## config.mk

```make
export PLATFORM = sky130hd
export DESIGN_NAME = sc_uart_tx_port
export DESIGN_NICKNAME = d
export VERILOG_FILES = /design/src/rtl/sc_uart_tx_port.sv
export SDC_FILE = /design/constraint.sdc
export NUM_CORES = 1
export LEC_CHECK = 0
export CAP_MARGIN = 20
export CORE_ASPECT_RATIO = 0.75
export CORE_MARGIN = 8
export CORE_UTILIZATION = 58
export CTS_CLUSTER_DIAMETER = 200
export DETAILED_ROUTE_END_ITERATION = 12
export DONT_BUFFER_PORTS = 1
export GPL_ROUTABILITY_DRIVEN = 0
export PLACE_DENSITY = 0.83
export SKIP_CTS_REPAIR_TIMING = 1
export SKIP_LAST_GASP = 1
export SYNTH_ARGS = -nofsm -noshare
export SYNTH_HDL_FRONTEND = slang
export SYNTH_SLANG_ARGS = --single-unit
```

## constraint.sdc

```tcl
create_clock -name clock -period 3.02 [get_ports clock]
set_input_delay 0.302 -clock clock [delete_from_list [all_inputs] [get_ports clock]]
set_output_delay 0.302 -clock clock [all_outputs]
set_load 0.02 [all_outputs]
```

## src/rtl/sc_uart_tx_port.sv

```systemverilog
// sc_uart_tx_port: memory-mapped 8N1 serial transmitter with a byte FIFO on the CPU data bus
module sc_uart_tx_port #(
    parameter logic [31:0] BASE_ADDR   = 32'h0000_FF00,
    parameter int          FIFO_DEPTH  = 8,
    parameter logic [15:0] DIV_DEFAULT = 16'd434
) (
    input  logic        clock,
    input  logic        reset,
    input  logic [31:0] addr,
    input  logic [31:0] wdata,
    input  logic        we,
    output logic [31:0] rdata,
    output logic        sel,
    output logic        tx,
    output logic        irq
);
    localparam int AW = $clog2(FIFO_DEPTH);

    typedef enum logic [1:0] {IDLE, START, DATA, STOP} state_t;

    state_t        state_q, state_d;
    logic [AW-1:0] wptr_q, wptr_d, rptr_q, rptr_d;
    logic [4:0]    count_q, count_d;
    logic          ovf_q, ovf_d;
    logic [15:0]   div_q, div_d, period_q, period_d, bcnt_q, bcnt_d;
    logic [2:0]    bitcnt_q, bitcnt_d;
    logic [7:0]    shift_q, shift_d;
    logic          tx_q, tx_d, irq_q, irq_d;
    logic [7:0]    mem_q [FIFO_DEPTH];
    logic          wr, push, accept, pop, full, empty, busy, bdone;
    logic          unused_bits;

    assign sel         = addr[31:4] == BASE_ADDR[31:4];
    assign wr          = we & sel;
    assign push        = wr & (addr[3:2] == 2'd0);
    assign full        = count_q == 5'(FIFO_DEPTH);
    assign empty       = count_q == 5'd0;
    assign accept      = push & ~full;
    assign busy        = state_q != IDLE;
    assign pop         = ~busy & ~empty;
    assign bdone       = bcnt_q == 16'd0;
    assign tx          = tx_q;
    assign irq         = irq_q;
    assign unused_bits = ^{wdata[31:16], addr[1:0]};
    assign rdata = !sel                ? 32'd0 :
                   addr[3:2] == 2'd1   ? {24'd0, count_q[3:0], ovf_q, busy, full, empty} :
                   addr[3:2] == 2'd2   ? {16'd0, div_q} : 32'd0;

    // FIFO pointers, occupancy, sticky overflow and divisor register updates
    always_comb begin
        wptr_d  = accept ? wptr_q + AW'(1) : wptr_q;
        rptr_d  = pop ? rptr_q + AW'(1) : rptr_q;
        count_d = count_q + {4'd0, accept} - {4'd0, pop};
        ovf_d   = (push & full) | (ovf_q & ~(wr & (addr[3:2] == 2'd1) & wdata[3]));
        div_d   = (wr & (addr[3:2] == 2'd2)) ? (wdata[15:0] == 16'd0 ? 16'd1 : wdata[15:0]) : div_q;
    end

    // Transmit FSM: the line level is computed for the next state so tx can be registered
    always_comb begin
        state_d  = state_q;
        period_d = period_q;
        bcnt_d   = bcnt_q;
        bitcnt_d = bitcnt_q;
        shift_d  = shift_q;
        tx_d     = tx_q;
        irq_d    = empty & ~busy;
        case (state_q)
            IDLE: if (!empty) begin
                state_d  = START;
                shift_d  = mem_q[rptr_q];
                period_d = div_q;
                bcnt_d   = div_q - 16'd1;
                tx_d     = 1'b0;
            end
            START: if (bdone) begin
                state_d  = DATA;
                bitcnt_d = 3'd0;
                bcnt_d   = period_q - 16'd1;
                tx_d     = shift_q[0];
            end else bcnt_d = bcnt_q - 16'd1;
            DATA: if (bdone) begin
                state_d  = bitcnt_q == 3'd7 ? STOP : DATA;
                shift_d  = {1'b0, shift_q[7:1]};
                bitcnt_d = bitcnt_q + 3'd1;
                bcnt_d   = period_q - 16'd1;
                tx_d     = bitcnt_q == 3'd7 ? 1'b1 : shift_q[1];
            end else bcnt_d = bcnt_q - 16'd1;
            STOP: if (bdone) begin
                state_d = IDLE;
                tx_d    = 1'b1;
            end else bcnt_d = bcnt_q - 16'd1;
            default: state_d = IDLE;
        endcase
    end

    // FIFO storage needs no reset: the pointers and count define what is valid
    always_ff @(posedge clock) begin
        if (accept) mem_q[wptr_q] <= wdata[7:0];
    end

    // State register; reset abandons any frame in flight and empties the FIFO
    always_ff @(posedge clock or posedge reset) begin
        if (reset) begin
            state_q  <= IDLE;
            wptr_q   <= '0;
            rptr_q   <= '0;
            count_q  <= 5'd0;
            ovf_q    <= 1'b0;
            div_q    <= DIV_DEFAULT;
            period_q <= 16'd0;
            bcnt_q   <= 16'd0;
            bitcnt_q <= 3'd0;
            shift_q  <= 8'd0;
            tx_q     <= 1'b1;
            irq_q    <= 1'b0;
        end else begin
            state_q  <= state_d;
            wptr_q   <= wptr_d;
            rptr_q   <= rptr_d;
            count_q  <= count_d;
            ovf_q    <= ovf_d;
            div_q    <= div_d;
            period_q <= period_d;
            bcnt_q   <= bcnt_d;
            bitcnt_q <= bitcnt_d;
            shift_q  <= shift_d;
            tx_q     <= tx_d;
            irq_q    <= irq_d;
        end
    end
endmodule

```

== Word-level counts from Yosys, hierarchy flattened ==
Memories as Yosys holds them, arrays and structs flattened.
Cells that the tools add are included.

* Divide/modulo/power cells: 0
* Reductions and logical operators: 14
* Order comparisons: 0
* Mux-type cells: 28
* Shift operators: 0
* Equality and inequality tests: 13
* Add/sub/neg operators: 8
* Multipliers: 0
* Bitwise gates (word level): 15

{| class="wikitable"
|+ Operators by type and width
! cell !! number
|-
| $mux 16 || 7
|-
| $pmux 16 s3 || 1
|-
| $sub 16x1->16 const B || 3
|-
| $logic_not 16->1 || 2
|-
| $eq 28x12->1 const B || 1
|-
| $mux 8 || 2
|-
| $pmux 8 s2 || 1
|-
| $and 1x1->1 || 10
|-
| $ne 2x2->1 const B || 5
|-
| $add 3x1->3 const B || 3
|-
| $mux 1 || 8
|-
| $mux 2 || 4
|-
| $pmux 2 s4 || 1
|-
| $eq 2x2->1 const B || 3
|-
| $mux 3 || 2
|-
| $pmux 3 s2 || 1
|-
| $reduce_and 3->1 || 2
|-
| $reduce_bool 2->1 || 3
|-
| $add 5x1->5 || 1
|-
| $eq 5x4->1 const B || 1
|-
| $logic_not 5->1 || 1
|-
| $sub 5x1->5 || 1
|-
| $eq 2x1->1 const B || 2
|-
| $logic_not 2->1 || 2
|-
| other kinds (7) || 11
|}

* Logic and storage cells: 91
* Memory bits (read-only): 0
* Output and inout bits: 35
* Memories kept: 1
* Flip-flop bits (word level): 75
* Input port bits: 67
* Memory bits (writable): 64
* Latch bits: 0

{| class="wikitable"
|+ Memories
! memory !! words !! width !! rd ports !! clocked after memory_dff !! write ports !! RTL line !! source
|-
| mem_q || 8 || 8 || 1 || 0 || 1 || 29 || <nowiki>logic [7:0] mem_q [FIFO_DEPTH];</nowiki>
|}

== Logic depth before layout (Yosys ltp) ==
* Word-level depth: 7
* Gate-level depth with buffers: 16
* Mapped depth without buffers: 14

== Worst setup path after synthesis ==
No wires, ideal clock.

* Kind: reg-to-reg
* From: register state_q[0]
* To: register count_q[4]
* Required time: 2897 ps
* Cell stages (with the launch flop): 17
* Path slack: -37 ps
* Library setup time: 123 ps
* Period minus slack after synthesis: 3057 ps
* Data arrival time: 2934 ps
* Path through: dfrtp_1 inv_1 ha_1 clkbuf_1 nand3_1 nand2_1 inv_1 clkbuf_1 buf_1 ha_1 inv_1 ha_1 fa_1 a21oi_1 nor2_1 nor2_1 xnor2_1

* Word-level cells in the longest chain between the ends: 4

{| class="wikitable"
|+ RTL lines
! item !! RTL line !! source
|-
| start: declaration || 21 || <nowiki>state_t state_q, state_d;</nowiki>
|-
| start signal: assignment || 117 || <nowiki>state_q <= state_d;</nowiki>
|-
| $reduce_bool 2->1 || 39 || <nowiki>assign busy = state_q != IDLE;</nowiki>
|-
| $not 1->1 || 40 || <nowiki>assign pop = ~busy & ~empty;</nowiki>
|-
| $and 1x1->1 || 40 ||
|-
| net pop || 30 || <nowiki>logic wr, push, accept, pop, full, empty, busy, bdone;</nowiki>
|-
| $sub 5x1->5 || 53 || <nowiki>count_d = count_q + {4'd0, accept} - {4'd0, pop};</nowiki>
|-
| net count_d[4] || 23 || <nowiki>logic [4:0] count_q, count_d;</nowiki>
|-
| end signal: assignment || 120 || <nowiki>count_q <= count_d;</nowiki>
|-
| end: declaration || 23 ||
|}

The timed path passes the listed nets, and every way through them passes these cells.
A chain may end at the register's enable or synchronous reset.

== Worst setup path after layout ==
* From: register count_q[1]
* To: register count_q[4]

* Word-level cells in the longest chain between the ends: 5
* Elaborated cells between the ends (all ways): 8
* Classes of those cells: add/sub: 2; eq/ne: 1; bitwise: 4; reduce/logical: 1

{| class="wikitable"
|+ RTL lines
! item !! RTL line !! source
|-
| $eq 5x4->1 || 36 || <nowiki>assign full = count_q == 5'(FIFO_DEPTH);</nowiki>
|-
| $not 1->1 || 38 || <nowiki>assign accept = push & ~full;</nowiki>
|-
| $and 1x1->1 || 38 ||
|-
| $add 5x1->5 || 53 ||
|-
| $sub 5x1->5 (*) || 53 ||
|-
| net count_d[4] || 23 ||
|}

The timed path passes the listed nets; every way through them passes the cells marked *.

==> run_results.csv <==
group,metric,value,unit
sta,tightest_slew,0.7638,ns
finish,syn_to_final_growth,11.95,%
power,clockPowerShare,49.0,%
power,swShare,23.92,%
route,m1WireLength,7.607,mm
global_routing,antenna_found_initial,0,
clock_tree,cts_num_sinks,139,
synthesis,synthTopCellsByCount,"92 x nand2_1, 69 x dfrtp_1, 64 x edfxtp_1, 37 x nor2_1, 30 x o21ai_0",
global_routing,grt_pass1_vias,5469,
route,firstDrtPassIters,7,
floorplan,core_area,12390,um2
route,vias_per_cell,6.433,
worst_setup_path,path_max_fanout,4,
worst_setup_path,end_kind,"register",
synthesis,syn_area,7425,um2
finish,layout.nets,764,
clock_tree,cts_tree,"built",
sta,fin_skew,0.01346,ns
route,drtIter0Drc,927,
min_path,min_path_type,"in2reg",
power,leakagePower,0.003512,uW
power,power,4383,uW
synthesis,yosysMostFrequentCell,"nand2_1",
route,routed.top_layer,"met4",
route,vias,5507,
global_routing,grt_max_degree,32,
synthesis,yosys.area_share.adder,3.472,%
finish,drive_gt1_share,15.36,%
power,max-vdd-ir-drop,0.4383,mV
clock_tree,cts_htree_levels,4,
worst_setup_path,cp.required,3.37,ns
sta,tns,0,ns
synthesis,synth_xor_area_share,5.072,%
floorplan,die-area,16720,um2
synthesis,synth_edf_count,64,
sta,relSlewSlack,49.08,%
sta,setup_violations,0,
power,p_int,3335,uW
route,routedWlPerCell,22.19,um
outcome,outcome,"complete, no violations",
route,met3_wirelength,2.098,mm
synthesis,synthCells,658,
global_routing,grt_usage,22.85,%
synthesis,yosysTopAreaCell,"edfxtp_1",
power,p_comb_share,4.4,%
synthesis,yosysSeqAreaShare,51.26,%
clock_tree,cts-root-buf,"clkbuf_16",
route,dr_wl_met2,8.820,mm
global_routing,grt_pass1_wl,29.85,mm
synthesis,synthTopCellsByArea,"edfxtp_1 26%, dfrtp_1 23%, mux4_2 4.9%, nand2_1 4.7%, ha_1 3.2%",
power,p_sw,1048,uW
synthesis,ys.flop_type,"dfrtp_1",
worst_setup_path,worstSetupStartpointType,"register",
synthesis,synth-seq-cells,139,
flow_run,cap_violations,0,
synthesis,synth_warnings,0,
clock_tree,cts_buffers,17,
floorplan,die-height,114.0,um
synthesis,synth-simple-area-share,17.46,%
clock_tree,clk_pin_slew,0.07,ns
worst_setup_path,arrival,3.12,ns
synthesis,yosysTopAreaCellShare,25.88,%
place,portBuffers,0,
synthesis,synth.area.mux_share,10.14,%
synthesis,avgSynthCellArea,11.28,um2
clock_tree,clk_latency,0.43,ns
synthesis,async_flop_share,53.96,%
floorplan,io_pins,102,
place,detailed_place_hpwl,12.74,mm
sta,fin_crit_sh,91.60,%
route,wirelength,18.99,mm
sta,grt_setup_unrepaired,"false",
synthesis,ys_types,68,
route,ant_nets,0,
power,power_frac_seq,46.6,%
sta,hold_viol,0,
synthesis,synth_top_family_by_area,"simple AND/OR/NAND/NOR gates",
route,drcViolationCount,0,
floorplan,die_x,146.6,um
worst_setup_path,crit_type,"reg2reg",
floorplan,start_util,59.91,%
finish,antenna-diode-count,0,
global_routing,overflow,0,
sta,period_needed,2.766,ns
clock_tree,cts_max_path_buffers,2,
power,power_density,527.3,nW/um2
sta,slew_viol_final,0,
synthesis,synth-compound-area-share,7.904,%
sta,fmax,361.5,MHz
floorplan,placementRows,35,
==> power by group through the flow <==
stage / sequential [uW] / clock, uW / combinational (uW)
2_1_floorplan: 2060 / 0 / 162
6_report: 2040 / 2150 / 191
3_5_place_dp: 2080 / 0 / 167
3_3_place_gp: 2080 / 0 / 159
5_1_grt: 2050 / 2230 / 209
4_1_cts: 2040 / 2150 / 170
==> state kept, by name (all words and copies together), names as in the netlist <==
register and count:
bcnt_q 16, mem_q 64, tx 1, rptr_q 3
irq 1, div_q 16, state_q 2, count_q 5
ovf_q 1, shift_q 8, period_q 16, bitcnt_q 3
wptr_q 3
==> cell type report <==
class / count / area, um2
clock buffers: 17 / 425.4
clock inverters: 15 / 178.9
fillers: 839 / 4081
inverters: 24 / 90.09
multi-input cells: 462 / 3333
flip-flops and latches: 139 / 3806
well taps: 166 / 207.7
repair buffers: 33 / 270.3
==> path summary, 6_finish.rpt <==
check | startpoint | to | slack (ns) | cells after the start
max in group asynchronous | reset | div_q[4]$_DFFE_PP1P_ | 1.71 | 3
min in group asynchronous | reset | shift_q[2]$_DFFE_PP0P_ | 0.46 | 2
worst max register to register | count_q[1]$_DFF_PP0_ | count_q[4]$_DFF_PP0_ | 0.25 | 12
worst max-delay path | count_q[1]$_DFF_PP0_ | count_q[4]$_DFF_PP0_ | 0.25 | 12
worst min register to register | bitcnt_q[2]$_DFFE_PP0P_ | bitcnt_q[2]$_DFFE_PP0P_ | 0.49 | 2
worst min-delay path | wdata[12] | div_q[12]$_DFFE_PP0P_ | 0.005 | 1
==> routing by layer <==
layer	vias up	GRT usage, %
met4	0	8.282
met2	371	36.05
met1	2685	28.86
met3	52	7.674
li1	2399	-
met5	-	0
==> cells by family (layout without fill, tap and decap cells) <==
family	after synthesis	after routing
AND/OR/NAND/NOR	240	240
flip-flops	139	139
AO/OA/AOI/OAI	91	91
buffers and inverters	72	89
multiplexers	52	52
XOR/XNOR	43	43
adder cells (fa/ha/maj)	20	20
other	1	16
==> critical path: stages, from the launching register on <==
cell	delay (ns)
dfrtp_1	0.41
nor3_1	0.35
nand3_1	0.31
nand2_2	0.18
inv_1	0.08
ha_1	0.28
inv_1	0.04
ha_1	0.20
fa_1	0.41
a21oi_1	0.14
nor2_1	0.05
nor2_1	0.11
xnor2_1	0.13
==> cell usage in the layout (no fill, tap or decap), types with 9 or more instances in the layout <==
cell type,instances
nor3_1,18
mux2_2,10
mux4_2,16
o21ai_0,30
edfxtp_1,64
nand2_1,91
xor2_1,20
a21oi_1,16
dlygate4sd3_1,9
nand3_1,15
mux2i_1,10
mux2_1,16
inv_1,23
a22oi_1,9
conb_1,16
nor4_1,12
nor2_1,37
dfrtp_1,69
ha_1,19
clkbuf_16,17
xnor2_1,23
buf_4,24
nand4_1,9
==> per-stage QoR <==
stage	instance area [um2]	utilization (%)	std cells	setup slack [ns]	hold WS, ns
2_1_floorplan	7485	-	673	0.05684	0.3936
3_3_place_gp	7617	61.46	815	0.1614	0.3209
3_5_place_dp	7617	61.46	815	0.09690	0.3236
4_1_cts	8222	66.34	847	0.3170	-0.1122
5_1_grt	8312	67.07	856	0.1063	0.0002493
6_report	8312	67.07	856	0.2538	0.004853
Note: power is estimated with default switching activity, not from simulation.
